$ cat src/rtl/mdclcg_pkg.sv
// Shared constants and FSM encoding for the LCG bit-collector slice.
package mdclcg_pkg;

   localparam int unsigned LCG_WIDTH = 64;

   typedef enum logic [1:0] {
      ST_IDLE    = 2'd0,
      ST_DISCARD = 2'd1,
      ST_COLLECT = 2'd2
   } state_e;

endpackage

$ cat src/rtl/mdclcg_word_fifo.sv
// Small word FIFO with show-ahead output; push+pop while full is legal.
module mdclcg_word_fifo
   import mdclcg_pkg::*;
#(
   parameter int unsigned WORD_W     = 32,
   parameter int unsigned FIFO_DEPTH = 4
) (
   input  logic              clk,
   input  logic              rst_n,
   input  logic              clr,
   input  logic              push,
   input  logic [WORD_W-1:0] din,
   input  logic              pop,
   output logic [WORD_W-1:0] dout,
   output logic              full,
   output logic              empty
);

   localparam int unsigned AW = $clog2(FIFO_DEPTH);

   logic [AW:0]       wr_ptr_q, wr_ptr_d;
   logic [AW:0]       rd_ptr_q, rd_ptr_d;
   logic [WORD_W-1:0] mem_q [FIFO_DEPTH];
   logic [WORD_W-1:0] mem_d [FIFO_DEPTH];
   logic              do_push;
   logic              do_pop;

   // Status flags, accepted push/pop and show-ahead head word
   always_comb begin
      empty   = (wr_ptr_q == rd_ptr_q);
      full    = (wr_ptr_q[AW] != rd_ptr_q[AW]) &&
                (wr_ptr_q[AW-1:0] == rd_ptr_q[AW-1:0]);
      do_pop  = pop & ~empty;
      // when full, the slot being written is the one freed by the same-edge pop
      do_push = push & (~full | do_pop);
      dout    = empty ? '0 : mem_q[rd_ptr_q[AW-1:0]];
   end

   // Next pointers and storage; clear dominates push/pop
   always_comb begin
      wr_ptr_d = wr_ptr_q;
      rd_ptr_d = rd_ptr_q;
      mem_d    = mem_q;
      if (clr) begin
         wr_ptr_d = '0;
         rd_ptr_d = '0;
      end else begin
         if (do_push) begin
            mem_d[wr_ptr_q[AW-1:0]] = din;
            wr_ptr_d = wr_ptr_q + (AW+1)'(1);
         end
         if (do_pop) begin
            rd_ptr_d = rd_ptr_q + (AW+1)'(1);
         end
      end
   end

   // Pointer and storage registers
   always_ff @(posedge clk or negedge rst_n) begin
      if (!rst_n) begin
         wr_ptr_q <= '0;
         rd_ptr_q <= '0;
         for (int unsigned i = 0; i < FIFO_DEPTH; i++) begin
            mem_q[i] <= '0;
         end
      end else begin
         wr_ptr_q <= wr_ptr_d;
         rd_ptr_q <= rd_ptr_d;
         mem_q    <= mem_d;
      end
   end

endmodule

$ cat src/rtl/mdclcg_bit_collector.sv
// Derives one bit per cycle from two LCG states, drops a warm-up run and
// packs the bits MSB-first into words offered through a small FIFO.
module mdclcg_bit_collector
   import mdclcg_pkg::*;
#(
   parameter int unsigned WIDTH      = LCG_WIDTH,
   parameter int unsigned WORD_W     = 32,
   parameter int unsigned FIFO_DEPTH = 4,
   parameter int unsigned DISCARD    = 8
) (
   input  logic              clk,
   input  logic              rst_n,
   input  logic              start,
   input  logic              in_valid,
   input  logic [WIDTH-1:0]  x_state,
   input  logic [WIDTH-1:0]  y_state,
   output logic [WORD_W-1:0] out_data,
   output logic              out_valid,
   input  logic              out_ready,
   output logic              overflow,
   output logic              busy
);

   localparam int unsigned BCW       = $clog2(WORD_W);
   localparam logic [BCW-1:0] LAST_BIT  = BCW'(WORD_W - 1);
   localparam logic [7:0]     DISC_INIT = 8'(DISCARD);

   state_e            state_q, state_d;
   logic [7:0]        disc_cnt_q, disc_cnt_d;
   logic [BCW-1:0]    bit_cnt_q, bit_cnt_d;
   logic [WORD_W-1:0] shreg_q, shreg_d;
   logic              overflow_q, overflow_d;

   logic              disc_en;
   logic              coll_en;
   logic              rnd_bit;
   logic [WORD_W-1:0] word;
   logic              push_req;
   logic              pop;
   logic              fifo_full;
   logic              fifo_empty;

   // FSM state register
   always_ff @(posedge clk or negedge rst_n) begin
      if (!rst_n) begin
         state_q <= ST_IDLE;
      end else begin
         state_q <= state_d;
      end
   end

   // FSM next state: start wins from any state
   always_comb begin
      state_d = state_q;
      if (start) begin
         state_d = (DISCARD == 0) ? ST_COLLECT : ST_DISCARD;
      end else begin
         case (state_q)
            ST_DISCARD: if (in_valid && disc_cnt_q == 8'd1) state_d = ST_COLLECT;
            default:    state_d = state_q;
         endcase
      end
   end

   // FSM outputs: busy flag and per-state sampling enables
   always_comb begin
      busy    = (state_q != ST_IDLE);
      disc_en = (state_q == ST_DISCARD) && in_valid && !start;
      coll_en = (state_q == ST_COLLECT) && in_valid && !start;
   end

   // Bit generation, shifting, counters and overflow tracking
   always_comb begin
      rnd_bit    = (x_state > y_state);
      word       = {shreg_q[WORD_W-2:0], rnd_bit};
      pop        = out_valid & out_ready;
      push_req   = 1'b0;
      disc_cnt_d = disc_cnt_q;
      bit_cnt_d  = bit_cnt_q;
      shreg_d    = shreg_q;
      overflow_d = overflow_q;
      if (start) begin
         disc_cnt_d = DISC_INIT;
         bit_cnt_d  = '0;
         shreg_d    = '0;
         overflow_d = 1'b0;
      end else begin
         if (disc_en) begin
            disc_cnt_d = disc_cnt_q - 8'd1;
         end
         if (coll_en) begin
            shreg_d   = word;
            bit_cnt_d = bit_cnt_q + BCW'(1);
            if (bit_cnt_q == LAST_BIT) begin
               push_req = 1'b1;
               if (fifo_full && !pop) begin
                  overflow_d = 1'b1;
               end
            end
         end
      end
   end

   // Datapath registers
   always_ff @(posedge clk or negedge rst_n) begin
      if (!rst_n) begin
         disc_cnt_q <= '0;
         bit_cnt_q  <= '0;
         shreg_q    <= '0;
         overflow_q <= 1'b0;
      end else begin
         disc_cnt_q <= disc_cnt_d;
         bit_cnt_q  <= bit_cnt_d;
         shreg_q    <= shreg_d;
         overflow_q <= overflow_d;
      end
   end

   mdclcg_word_fifo #(
      .WORD_W     (WORD_W),
      .FIFO_DEPTH (FIFO_DEPTH)
   ) u_fifo (
      .clk   (clk),
      .rst_n (rst_n),
      .clr   (start),
      .push  (push_req),
      .din   (word),
      .pop   (pop),
      .dout  (out_data),
      .full  (fifo_full),
      .empty (fifo_empty)
   );

   // Port-level outputs
   always_comb begin
      out_valid = ~fifo_empty;
      overflow  = overflow_q;
   end

endmodule

$ cat config.mk
export PLATFORM = sky130hd
export DESIGN_NAME = mdclcg_bit_collector
export DESIGN_NICKNAME = d
export VERILOG_FILES = /design/src/rtl/mdclcg_pkg.sv /design/src/rtl/mdclcg_word_fifo.sv /design/src/rtl/mdclcg_bit_collector.sv
export SDC_FILE = /design/constraint.sdc
export NUM_CORES = 1
export LEC_CHECK = 0
export CORE_ASPECT_RATIO = 1.5
export CORE_MARGIN = 2
export CORE_UTILIZATION = 39
export CTS_CLUSTER_SIZE = 16
export DETAILED_ROUTE_END_ITERATION = 16
export PLACE_DENSITY = 0.72
export SLEW_MARGIN = 20
export SYNTH_ARGS = -nofsm -noshare
export SYNTH_HDL_FRONTEND = slang
export SYNTH_SLANG_ARGS = --single-unit
export TNS_END_PERCENT = 50
$ cat constraint.sdc
create_clock -name clk -period 2.48 [get_ports clk]
set_clock_uncertainty 0.05 [all_clocks]
set_input_delay 0.496 -clock clk [delete_from_list [all_inputs] [get_ports clk]]
set_output_delay 0.496 -clock clk [all_outputs]
set_load 0.02 [all_outputs]
==> results.md <==
* Status: complete, but fails checks
* Failing checks: negative setup slack
* Violation count after the first detailed-route iteration at about 300
* CP Class: register to output port
* Post-route insts no fill at roughly 1400
* Sequential Power Share at between 40% and 50%
* Worst Setup Start Kind: register
* Syn Nets at slightly above 1000
* Final WS setup at -0.07671 ns
* Total power at 6.219 mW
* Worst path arrival time at approximately 2 ns
* RD Place Congestion at 0.7884
* Top post-synthesis cells by count: 181 x dfrtp_1, 111 x mux2_4, 89 x nand2_1, 73 x ha_1, 71 x inv_1
* Layout cells sized above 1 at 30.44%
* WL final at 23.30 mm
* Area contributors post-synth: dfrtp_1 44%, mux2_4 16%, ha_1 8.9%
* YS warnings at 0
* Vias per Instance at 5.018
* Clock root buffer: clkbuf_16
* Core ar. at 25760 µm²
* Fin crit period at 2.557 ns
* Pwr/cell area at between 400 and 500 nW/µm²
* Number of global-route vias before repair at about 7600
* Grt ovf at 0
* Fraction of registers with async set/reset at 100.0%
* Via count at 6995
* Syn-to-layout area delta at 30.78%
* Endpoints failing setup at 32
* Largest net degree at the start of global routing at 64
* DRC at 0
* DRT Pass-1 Iters at 4
* RSZ-0062 raised after global routing: true
* Switching Power at roughly 1.6 mW
* Max_cap viols at 0
* Mean Syn Cell Area at 12.31 µm²
* Seq/Total Area, Yosys at 44.27%
* Static Leak at 6.321 nW
* Combinational group share of total power at 9.8%
* Top cell type by total area after synthesis: dfrtp_1
* Placed cells at around 1400
* Rows at 72
* Clock Power Share at 42.4%
* Pin slew with the least headroom to its limit at 0.6195 ns
* ANT nets after route at 0
* Full die area at 27580 µm²
* I/O Buffers at 167
* Starting Density at about 40%
* Worst IR Drop VDD at around 440 µV
* Slew headroom at 58.70%
* Hold_sp: u_fifo.mem_q[63]
* Clock Sinks at 181
* First-pass GRT wire length at 38.76 mm
* Drt wl/cell at roughly 17 µm
* Max Slew Vio Count at 0
* Worst setup path start: u_fifo.rd_ptr_q[0]
* Top cell type's share of synthesized area at 44.27%
* Clock Latency Late Sink at 0.43 ns
* Die height at between 200 and 250 µm
* FF-to-FF Start: u_fifo.rd_ptr_q[0]
* Most common cell in the netlist: dfrtp_1
* Total track usage at 17.92%
* Hold WC Path Type: register to register
* Clock slew at the register clock pins of the worst setup and hold paths at 0.07 ns
* F_max at 391.1 MHz
* Post-synthesis cell type count at 50
* Fill count at 2227
* Critical Path Fanout Max at 6
* Post-synth EDFFs at 0
* Int Power at 4.653 mW
* Mapped cell area at 10230 µm²
* Final Cycle Share at 103.1%
* CTS tree: yes
* CP required at ~1.9 ns
* H-tree depth at 4
* Hold Violations, Final at 0
* Critical path endpoint category: output port
* Synth Instances at 831
* CTS buffer count at 17
* Die width at 136.3 µm
* Synth Flop Type: dfrtp_1
* Antenna violations before repair at 0
* Net Sw Frac at about 25%
* I/O pin count at 168
* N_diodes at 0
* HPWL Detailed at ~16 mm
* Worst-case clock buffer depth at 2
* Fin nets at roughly 1300
* Yosys reg bits at 181
metrics by stage:
stage                     setup TNS, ns  instance area (µm²)  worst slack, ns  hold WS (ns)  utilization (%)
final                            -1.205                13380         -0.07671        0.4557            51.94
after global placement           -2.609                12680          -0.4378        0.4059            49.20
after floorplan                       0                10230           0.1614        0.1504                -
after global routing             -3.382                13380          -0.1301        0.4666            51.94
after detailed placement         -2.852                12680          -0.4532        0.4071            49.20
after CTS                        -3.084                13270          -0.2628        0.4608            51.52
cell usage in the layout, fill, tap and decap left out, types with 4 or more instances in the layout:
| cell type | instances |
|---|---|
| buf_2 | 19 |
| dfrtp_1 | 180 |
| inv_6 | 6 |
| nand2_1 | 88 |
| nand3_1 | 10 |
| o21ai_0 | 7 |
| mux4_2 | 32 |
| nand4_1 | 14 |
| nor2_1 | 26 |
| buf_12 | 15 |
| and2_2 | 4 |
| and2_1 | 20 |
| mux2_4 | 111 |
| a21oi_1 | 59 |
| inv_1 | 71 |
| a31oi_1 | 5 |
| and2_4 | 12 |
| clkinv_8 | 4 |
| buf_4 | 52 |
| nor4_1 | 5 |
| a21o_1 | 4 |
| ha_1 | 72 |
| clkdlybuf4s50_1 | 132 |
| mux2_2 | 13 |
| xor2_1 | 5 |
| clkbuf_16 | 18 |
| buf_6 | 17 |
| xnor2_1 | 7 |
flip-flops by register name, indices dropped and copies added, names as in the netlist:
name	flops
disc_cnt_q	8
u_fifo.rd_ptr_q	3
u_fifo.wr_ptr_q	3
u_fifo.mem_q	128
shreg_q	31
overflow	1
state_q	2
bit_cnt_q	5
kinds of logic after synthesis:
logic type,count (synthesis),share of synthesized area [%]
AOI/OAI and AO/OA,94,5.478
xor gates and xnor gates,14,1.345
adders and majority gates,73,8.926
buffers and inverters,111,5.441
DFF,181,44.27
muxes,158,24.96
and+or+nand+nor,200,9.587
worst paths after layout:
kind / endpoint / slack [ns] / cells after the start
min reg2reg: u_fifo.mem_q[63] / 0.46 / 1
max in group asynchronous: u_fifo.mem_q[86] / 1.16 / 3
max reg2reg: u_fifo.mem_q[3] / 0.21 / 8
max: out_data[28] / -0.08 / 5
min in group asynchronous: disc_cnt_q[1] / 0.50 / 2
min: u_fifo.mem_q[63] / 0.46 / 1
worst max-delay path, cell delays in order (launching register included):
cell and delay [ns]:
dfrtp_2 0.46, buf_6 0.16, buf_12 0.13, mux4_2 0.55, and2_4 0.16, buf_6 0.12
what timing repair did:
item                                   CTS  global route
resized for setup                      137            45
endpoints found under the hold margin   43             0
setup endpoints to repair               33            37
hold buffers                             1             0
buffers inserted                         6             2
gates cloned                             2             1
pin swaps                                0            15
metal layers:
layer  vias up  GRT usage (%)  wire [µm]
li1       3323              -          -
met1      3450          20.81       9138
met2       189          32.41      12530
met3        33          3.687       1136
met4         0          6.027        488
met5         -              0          0
cell type report:
| class | count | area, µm² | share of cell area, % |
|---|---|---|---|
| clock inverters | 15 | 161.4 | 1.206 |
| clock buffers | 17 | 425.4 | 3.179 |
| flip-flops and latches | 181 | 4531 | 33.86 |
| repair buffers | 238 | 2361 | 17.64 |
| inverters | 71 | 266.5 | 1.992 |
| well taps | 333 | 416.7 | 3.114 |
| multi-input cells | 539 | 5220 | 39.01 |
power groups by stage:
| stage | combinational, mW | sequential [mW] | clock [mW] |
|---|---|---|---|
| 2_1_floorplan | 0.227 | 3.03 | 0 |
| 3_3_place_gp | 0.598 | 3.03 | 0 |
| 3_5_place_dp | 0.610 | 3.03 | 0 |
| 4_1_cts | 0.615 | 2.97 | 2.69 |
| 5_1_grt | 0.689 | 2.97 | 2.81 |
| 6_report | 0.609 | 2.97 | 2.64 |
No activity file was read; power rests on OpenSTA's default activity.
